<file path="config.mk">
export PLATFORM = sky130hd
export DESIGN_NAME = decode_unit_flat
export DESIGN_NICKNAME = d
export VERILOG_FILES = /design/src/rtl/decode_unit_pkg.sv /design/src/rtl/decode_unit_if.sv /design/src/rtl/decode_unit.sv /design/src/flat_wrapper.sv
export SDC_FILE = /design/constraint.sdc
export NUM_CORES = 2
export LEC_CHECK = 0
export ABC_AREA = 0
export CORE_MARGIN = 2
export CORE_UTILIZATION = 40
export CTS_BUF_LIST = sky130_fd_sc_hd__clkbuf_2 sky130_fd_sc_hd__clkbuf_4 sky130_fd_sc_hd__clkbuf_8
export DETAILED_ROUTE_END_ITERATION = 6
export PLACE_DENSITY = 0.62
export SLEW_MARGIN = 20
export SYNTH_ARGS = -nofsm -noshare
export SYNTH_HDL_FRONTEND = slang
export SYNTH_SLANG_ARGS = --single-unit
</file>
<file path="constraint.sdc">
create_clock -name clk -period 2.7 [get_ports clk]
set_input_delay 0.54 -clock clk [delete_from_list [all_inputs] [get_ports clk]]
set_output_delay 0.54 -clock clk [all_outputs]
set_load 0.01 [all_outputs]
</file>
<file path="src/rtl/decode_unit_pkg.sv">
// Shared widths, opcodes and pipeline-register payloads for the RISCAT ID stage.
package decode_unit_pkg;

   localparam int unsigned XLEN   = 32;
   localparam int unsigned NREGS  = 32;
   localparam int unsigned PC_W   = 16;
   localparam int unsigned INST_W = 32;
   localparam int unsigned REG_AW = 5;
   localparam int unsigned OP_W   = 7;

   localparam logic [OP_W-1:0] OP_OPIMM  = 7'b0010011;
   localparam logic [OP_W-1:0] OP_LOAD   = 7'b0000011;
   localparam logic [OP_W-1:0] OP_JALR   = 7'b1100111;
   localparam logic [OP_W-1:0] OP_STORE  = 7'b0100011;
   localparam logic [OP_W-1:0] OP_BRANCH = 7'b1100011;
   localparam logic [OP_W-1:0] OP_LUI    = 7'b0110111;
   localparam logic [OP_W-1:0] OP_AUIPC  = 7'b0010111;
   localparam logic [OP_W-1:0] OP_JAL    = 7'b1101111;
   localparam logic [OP_W-1:0] OP_REG    = 7'b0110011;

   typedef struct packed {
      logic [PC_W-1:0]   pc;
      logic [INST_W-1:0] fetched_inst;
   } if_id_t;

   typedef struct packed {
      logic              valid;
      logic [PC_W-1:0]   pc;
      logic [XLEN-1:0]   rs1_val;
      logic [XLEN-1:0]   rs2_val;
      logic [XLEN-1:0]   imm;
      logic [REG_AW-1:0] rs1;
      logic [REG_AW-1:0] rs2;
      logic [REG_AW-1:0] rd;
      logic [OP_W-1:0]   opcode;
      logic [2:0]        funct3;
      logic              funct7b5;
   } id_ex_t;

endpackage

</file>
<file path="src/rtl/decode_unit_if.sv">
// ID-stage bus: IF_ID in, writeback port, flush, and the ID_EX / stall outputs.
interface decode_unit_if;
   import decode_unit_pkg::*;

   if_id_t              if_id_reg;
   logic                flush;
   logic                wb_en;
   logic [REG_AW-1:0]   wb_rd;
   logic [XLEN-1:0]     wb_data;
   logic                stall;
   id_ex_t              id_ex_reg;

   modport master (
      output if_id_reg, flush, wb_en, wb_rd, wb_data,
      input  stall, id_ex_reg
   );

   modport slave (
      input  if_id_reg, flush, wb_en, wb_rd, wb_data,
      output stall, id_ex_reg
   );

endinterface

</file>
<file path="src/rtl/decode_unit.sv">
// RISCAT ID stage: register file with write-through bypass, RV32I immediate decode,
// load-use hazard detection and flush squashing into the ID_EX register.
module decode_unit
   import decode_unit_pkg::*;
(
   input  logic          clk,
   input  logic          reset_n,
   decode_unit_if.slave  bus
);

   logic [XLEN-1:0]   rf_q [NREGS];
   id_ex_t            id_ex_q;
   id_ex_t            id_ex_d;

   logic [INST_W-1:0] inst;
   logic [OP_W-1:0]   opcode;
   logic [REG_AW-1:0] rs1;
   logic [REG_AW-1:0] rs2;
   logic [REG_AW-1:0] rd;
   logic [XLEN-1:0]   imm_c;
   logic [XLEN-1:0]   rs1_val_c;
   logic [XLEN-1:0]   rs2_val_c;
   logic              rs1_used_c;
   logic              rs2_used_c;
   logic              bubble_c;
   logic              wb_write_c;
   logic              stall_c;

   assign inst       = bus.if_id_reg.fetched_inst;
   assign opcode     = inst[6:0];
   assign rd         = inst[11:7];
   assign rs1        = inst[19:15];
   assign rs2        = inst[24:20];
   assign bubble_c   = (inst == '0);
   assign wb_write_c = bus.wb_en && (bus.wb_rd != '0);

   // Register file; x0 is never written and is forced to zero on read
   always_ff @(posedge clk or negedge reset_n) begin
      if (!reset_n) begin
         for (int i = 0; i < int'(NREGS); i++) begin
            rf_q[i] <= '0;
         end
      end else if (wb_write_c) begin
         rf_q[bus.wb_rd] <= bus.wb_data;
      end
   end

   // Operand read with same-cycle writeback forwarding
   always_comb begin
      rs1_val_c = '0;
      rs2_val_c = '0;
      if (rs1 != '0) begin
         rs1_val_c = (wb_write_c && (bus.wb_rd == rs1)) ? bus.wb_data : rf_q[rs1];
      end
      if (rs2 != '0) begin
         rs2_val_c = (wb_write_c && (bus.wb_rd == rs2)) ? bus.wb_data : rf_q[rs2];
      end
   end

   always_comb begin
      imm_c = '0;
      unique case (opcode)
         OP_OPIMM, OP_LOAD, OP_JALR:
            imm_c = {{20{inst[31]}}, inst[31:20]};
         OP_STORE:
            imm_c = {{20{inst[31]}}, inst[31:25], inst[11:7]};
         OP_BRANCH:
            imm_c = {{19{inst[31]}}, inst[31], inst[7], inst[30:25], inst[11:8], 1'b0};
         OP_LUI, OP_AUIPC:
            imm_c = {inst[31:12], 12'b0};
         OP_JAL:
            imm_c = {{11{inst[31]}}, inst[31], inst[19:12], inst[20], inst[30:21], 1'b0};
         default:
            imm_c = '0;
      endcase
   end

   // Which source fields are real operands, for hazard detection only
   always_comb begin
      rs1_used_c = 1'b1;
      rs2_used_c = 1'b0;
      unique case (opcode)
         OP_LUI, OP_AUIPC, OP_JAL:       rs1_used_c = 1'b0;
         OP_REG, OP_STORE, OP_BRANCH:    rs2_used_c = 1'b1;
         default: ;
      endcase
   end

   // Load-use: the load in EX cannot forward in time, so hold fetch one cycle
   always_comb begin
      stall_c = 1'b0;
      if (!bus.flush && !bubble_c && id_ex_q.valid &&
          (id_ex_q.opcode == OP_LOAD) && (id_ex_q.rd != '0)) begin
         stall_c = (rs1_used_c && (rs1 == id_ex_q.rd)) ||
                   (rs2_used_c && (rs2 == id_ex_q.rd));
      end
   end

   always_comb begin
      id_ex_d = '0;
      if (!bus.flush && !stall_c && !bubble_c) begin
         id_ex_d.valid    = 1'b1;
         id_ex_d.pc       = bus.if_id_reg.pc;
         id_ex_d.rs1_val  = rs1_val_c;
         id_ex_d.rs2_val  = rs2_val_c;
         id_ex_d.imm      = imm_c;
         id_ex_d.rs1      = rs1;
         id_ex_d.rs2      = rs2;
         id_ex_d.rd       = rd;
         id_ex_d.opcode   = opcode;
         id_ex_d.funct3   = inst[14:12];
         id_ex_d.funct7b5 = inst[30];
      end
   end

   always_ff @(posedge clk or negedge reset_n) begin
      if (!reset_n) begin
         id_ex_q <= '0;
      end else begin
         id_ex_q <= id_ex_d;
      end
   end

   assign bus.id_ex_reg = id_ex_q;
   assign bus.stall     = stall_c;

endmodule

</file>
<file path="src/flat_wrapper.sv">
// flat-port wrapper written by rule: the top's interface ports become plain ports
module decode_unit_flat import decode_unit_pkg::*;
  (clk, reset_n, bus_if_id_reg, bus_flush, bus_wb_en, bus_wb_rd, bus_wb_data, bus_stall, bus_id_ex_reg);
  decode_unit_if bus_i ();
  input  logic clk;
  input  logic reset_n;
  input wire logic [$bits(bus_i.if_id_reg)-1:0] bus_if_id_reg;
  input wire logic [$bits(bus_i.flush)-1:0] bus_flush;
  input wire logic [$bits(bus_i.wb_en)-1:0] bus_wb_en;
  input wire logic [$bits(bus_i.wb_rd)-1:0] bus_wb_rd;
  input wire logic [$bits(bus_i.wb_data)-1:0] bus_wb_data;
  output wire logic [$bits(bus_i.stall)-1:0] bus_stall;
  output wire logic [$bits(bus_i.id_ex_reg)-1:0] bus_id_ex_reg;
  assign bus_i.if_id_reg = bus_if_id_reg;
  assign bus_i.flush = bus_flush;
  assign bus_i.wb_en = bus_wb_en;
  assign bus_i.wb_rd = bus_wb_rd;
  assign bus_i.wb_data = bus_wb_data;
  assign bus_stall = bus_i.stall;
  assign bus_id_ex_reg = bus_i.id_ex_reg;
  decode_unit u_core (.clk(clk), .reset_n(reset_n), .bus(bus_i));
endmodule
</file>
# Word level (Yosys, flattened, before mapping)
# Index checks and enable logic that the tools add are counted.
classes:
  n_mux: 18
  bitwise_logic: 3
  n_reduce_logical: 25
  n_eq_ne: 14
  n_lt_le_gt_ge: 4
op_table:
  columns: ["op", "n"]
  rows:
  - ["1024-bit bitwise mux", 1]
  - ["32-bit binary-select mux with 5-bit select", 2]
  - ["32-bit 2-to-1 mux", 9]
  - ["32-bit demux with 5-bit select", 1]
  - ["32-bit case mux with 5 select lines", 1]
  - ["139-bit 2-to-1 mux", 1]
  - ["32-bit zero test", 1]
  - ["7-bit by 6-bit equality test with 1-bit output (second input constant)", 3]
  - ["7-bit equality test (second input constant)", 3]
  - ["5-bit equality test", 4]
  - ["5-bit nonzero test", 4]
  - ["6-bit greater-or-equal comparator (second input constant)", 3]
  - ["5-bit inverter with 6-bit output", 3]
  - ["7-bit by 2-bit equality test with 1-bit output (second input constant)", 2]
  - ["7-bit by 5-bit equality test with 1-bit output (second input constant)", 2]
  - ["1-bit logical AND", 12]
  - ["3-bit OR reduction", 3]
  - ["6-bit by 1-bit < comparator with 1-bit output (second input constant)", 1]
  - ["1-bit zero test", 3]
  - ["1-bit 2-to-1 mux", 3]
  - ["2-bit OR reduction", 1]
  - ["1-bit logical OR", 1]
totals:
  regBits: 1163
  inputBits: 89
  output_inout_bits: 140

# Logic depth before layout (Yosys ltp)
logic_depth:
  ltp_word: 11
  mapped_depth: 10
  mapped_depth_nobuf: 6

# Least setup slack after synthesis
# No wires, ideal clock.
synth_timing:
  path_kind: "input to output"
  start: "input bus_if_id_reg[24]"
  end: "output bus_stall"
  path_slack_ps: 78
  t_required_ps: 2160
  n_path_buf: 3
  stages: 8
  arrival_time_ps: 2082
  cell_sequence: "clkbuf_1 xnor2_1 nand3_1 nor4_1 o221ai_2 buf_6 buf_2 nor3_1"
synth_between:
  elab_chain_cells: 7
synth_rtl:
  columns: ["element", "line", "rtl"]
  rows:
  - ["from (decl)", "flat_wrapper.sv:7", "input wire logic [$bits(bus_i.if_id_reg)-1:0] bus_if_id_reg;"]
  - ["32-bit zero test", "decode_unit.sv:34", "assign bubble_c = (inst == '0);"]
  - ["1-bit zero test", "decode_unit.sv:92", "if (!bus.flush && !bubble_c && id_ex_q.valid &&"]
  - ["1-bit logical AND (3 in series)", "decode_unit.sv:92", null]
  - ["1-bit logical AND", "decode_unit.sv:93", "(id_ex_q.opcode == OP_LOAD) && (id_ex_q.rd != '0)) begin"]
  - ["1-bit 2-to-1 mux *", "decode_unit.sv:92", null]
  - ["to (decl)", "flat_wrapper.sv:12", "output wire logic [$bits(bus_i.stall)-1:0] bus_stall;"]
# Every way passes the cells marked *; elsewhere a longest branch is shown, timed or not.

# Worst setup path after layout
layout_timing:
  start: "register u_core.id_ex_q, in the netlist u_core.bus.id_ex_reg[10]"
  end: "output bus_stall"
layout_between:
  elab_chain_cells: 4
layout_rtl:
  columns: ["element", "line", "rtl"]
  rows:
  - ["from (decl)", "decode_unit.sv:12", "id_ex_t id_ex_q;"]
  - ["from (signal assigned)", "decode_unit.sv:120", "id_ex_q <= id_ex_d;"]
  - ["7-bit by 2-bit equality test with 1-bit output", "decode_unit.sv:93", null]
  - ["1-bit logical AND", "decode_unit.sv:92", null]
  - ["1-bit logical AND", "decode_unit.sv:93", null]
  - ["1-bit 2-to-1 mux", "decode_unit.sv:92", null]
# No other way between the ends.

==> impl_results.md <==
* Post-synth top area share at 0.476
* CP Capture Type: output pin
* Buf/Inv on CP at 3
* Max-cap violations at 0
* Final Max Tran Viols at 0
* FF-to-FF path depth at 9
* Mean Syn Cell Area at 13.8 um^2
* CP arrival at roughly 2700 ps
* Leakage at about 33 nW
* P&R area growth vs syn at 21.3%
* Pwr per Cell Area at between 600 and 700 nW/um^2
* Pin slew with the least headroom to its limit at 929 ps
* Initial Util at 0.402
* Synthesized Nets at roughly 4,500
* Clk_skew at about 45 ps
* # DRC at 0
* Most frequent cells in the layout: dfrtp_1 (1,161), mux2_2 (1,013), mux2i_1 (371)
* Synthesis-stage register bit count at between 1,000 and 1,500
* CP Launch Type: register
* Die Width at 395 um
* DP HPWL at ~140 mm
* PortBufs at 228
* Crit-path leading delay family: simple AND/OR/NAND/NOR gates
* Post-Syn Instances at 4,415
* Unrepaired setup endpoints after global routing: yes
* Hold-critical path depth at 4
* DP Worst Slack at -740 ps
* CP max-delay cell: or4b_4
* Tmin final at ~3200 ps
* Clock Latency Late Sink at 940 ps
* Layout cells sized above 1 at 0.466
* Hold Crit Class: in2reg
* Violated checks: negative setup slack
* Total CTS buffers at between 150 and 200
* CTS Buffer Depth at 3
* Global route overflow at 0
* Commonest register cell after synthesis: dfrtp_1
* Clock tree sinks at 1,163
* Synth area leaders: dfrtp_1 (48%), mux2_2 (19%), mux4_2 (13%), mux2i_1 (6.1%), clkbuf_1 (1.6%)
* Worst slew margin at 0.379
* Post-synth ARST share at 1.00
* Max incr delay on CP at ~580 ps
* Total design power at approximately 50 mW
* FMAX at 311 MHz
* Die ar. at 156,000 um^2
* Largest area contributor in the netlist: dfrtp_1
* Core Area at around 150,000 um^2
* Commonest non-fill, non-tap cell in the layout: dfrtp_1
* Worst vdd ir at around 500 uV
* DR vias at ~43,000
* WP depth at 7
* Largest net degree at the start of global routing at 80
* CTS root buffer: clkbuf_8
* Setup-failing EPs final at 1
* Rows at 143
* Yosys warns at 0
* Reg clk slew, reported paths at about 60 ps
* Final wirelength at 212 mm
* Cell Area, Placed at approximately 70,000 um^2
* Nets at slightly below 5,000
* Mapped Area at about 60,000 um^2
* DR iter-0 viols at approximately 4,000
* Most common cell on crit path: buf_4
* Gr usage total at 0.269
* Vias in the first global route at ~44,000
* Die height at 395 um
* Largest register FFs at just over 1,000
* Fin. Hold Viols at 0
* Crit Path Max Fanout at 2
* WS Path Type: reg2out
* Fin area at between 70,000 and 80,000 um^2
* Post-synthesis cell type count at 75
* Drt pass-1 iters at 5
* Final period util at 1.19
* Number of synthesized flops with an enable pin at 0
* Post-layout util at 0.488
* ANT nets after route at 0
* CTS tree: yes
* Avg WL per Cell at between 30 and 40 um
* PnR worst setup slack at -511 ps
* Setup_tns at -511 ps
* Top Ports at ~230
* Via density at between 6 and 7
* Status: finished with violations
* GP Congestion at slightly below 0.9
* Share of the yosys chip area belonging to registers at 0.476
* Initial antenna violation count at 5
* Required time worst endpoint at about 2200 ps
* Crit-path cells: or4b_4 -> nor4_4 -> buf_4 -> o221ai_4 -> nor3_2 -> buf_4 -> buf_6
* Htree depth at 4
* First-pass GRT wire length at 309 mm
[power by group]
group | switching [mW] | leakage (nW) | internal [mW]
Combinational | 4.30 | 15.4 | 6.07
Clock | 7.60 | 2.26 | 9.38
Sequential | 2.25 | 15.0 | 20.5
Total | 14.1 | 32.7 | 35.9
[path summary, 6_finish.rpt]
path / from / slack, ps / endpoint
max in group asynchronous: reset_n / 1540 / u_core.rf_q[947]$_DFFE_PN0P_
max: u_core.bus.id_ex_reg[10]$_DFF_PN0_ / -510 / bus_stall
min reg2reg: u_core.rf_q[1015]$_DFFE_PN0P_ / 390 / u_core.rf_q[1015]$_DFFE_PN0P_
max reg2reg: u_core.bus.id_ex_reg[13]$_DFF_PN0_ / 60 / u_core.bus.id_ex_reg[108]$_DFF_PN0_
min in group asynchronous: reset_n / 160 / u_core.rf_q[1004]$_DFFE_PN0P_
min: bus_if_id_reg[18] / 110 / u_core.bus.id_ex_reg[44]$_DFF_PN0_
[cells in the mapped netlist, drive strengths merged, types with 13 or more instances]
| cell type | instances |
|---|---|
| dfrtp | 1163 |
| mux2 | 1021 |
| mux2i | 371 |
| mux4 | 350 |
| clkbuf | 270 |
| buf | 214 |
| nor2 | 167 |
| nand2 | 92 |
| nor3 | 90 |
| a221o | 79 |
| a211oi | 58 |
| o22ai | 55 |
| and3 | 54 |
| a21oi | 51 |
| o21ai | 51 |
| a221oi | 47 |
| nand3 | 28 |
| nor2b | 22 |
| nand2b | 17 |
| a21boi | 16 |
| xnor2 | 16 |
| a22oi | 15 |
| a311oi | 15 |
| nand4 | 15 |
| inv | 14 |
| a31oi | 13 |
| nand3b | 13 |
[stage by stage]
step / cells / hold WS, ps
floorplan: 4415 / 244
global placement: 6708 / 377
detailed placement: 6708 / 383
CTS: 7064 / 25.0
global route: 7067 / 68.3
finish: 7069 / 112
[kinds of logic after synthesis]
family,synth area share
muxes,0.378
and+or+nand+nor,0.0457
xor gates and xnor gates,0.00287
AOI/OAI and AO/OA,0.0556
DFF,0.476
buffers and inverters,0.0420
[layout make-up]
class	instances	area [um^2]
antenna	4	10.0
multi-input combinational	2753	29800
inverter	15	61.3
timing repair buffer	750	8400
fill	13100	77700
sequential	1163	29100
clock inverter	34	246
tap	2030	2540
clock buffer	320	4010
[layer usage]
metal	global-route usage	wire length, um	vias up
li1	-	-	17700
met1	0.369	89100	23200
met2	0.418	97700	2033
met3	0.0559	16500	473
met4	0.109	8840	2
met5	0	13	-
[timing repair]
item	4_1_cts	5_1_grt
hold buffers	2	0
gates cloned	0	0
endpoints found under the hold margin	283	0
buffers inserted	0	1
pin swaps	3	1
setup endpoints to repair	4	2
resized for setup	13	0
[worst reg2reg max path, delay by kind of cell, from the launching register on]
family | cells | cell delay (ps)
compound gates | 1 | 210
buf+inv | 5 | 1090
flops | 1 | 400
simple gates | 3 | 840
(Power assumes the default switching activity.)
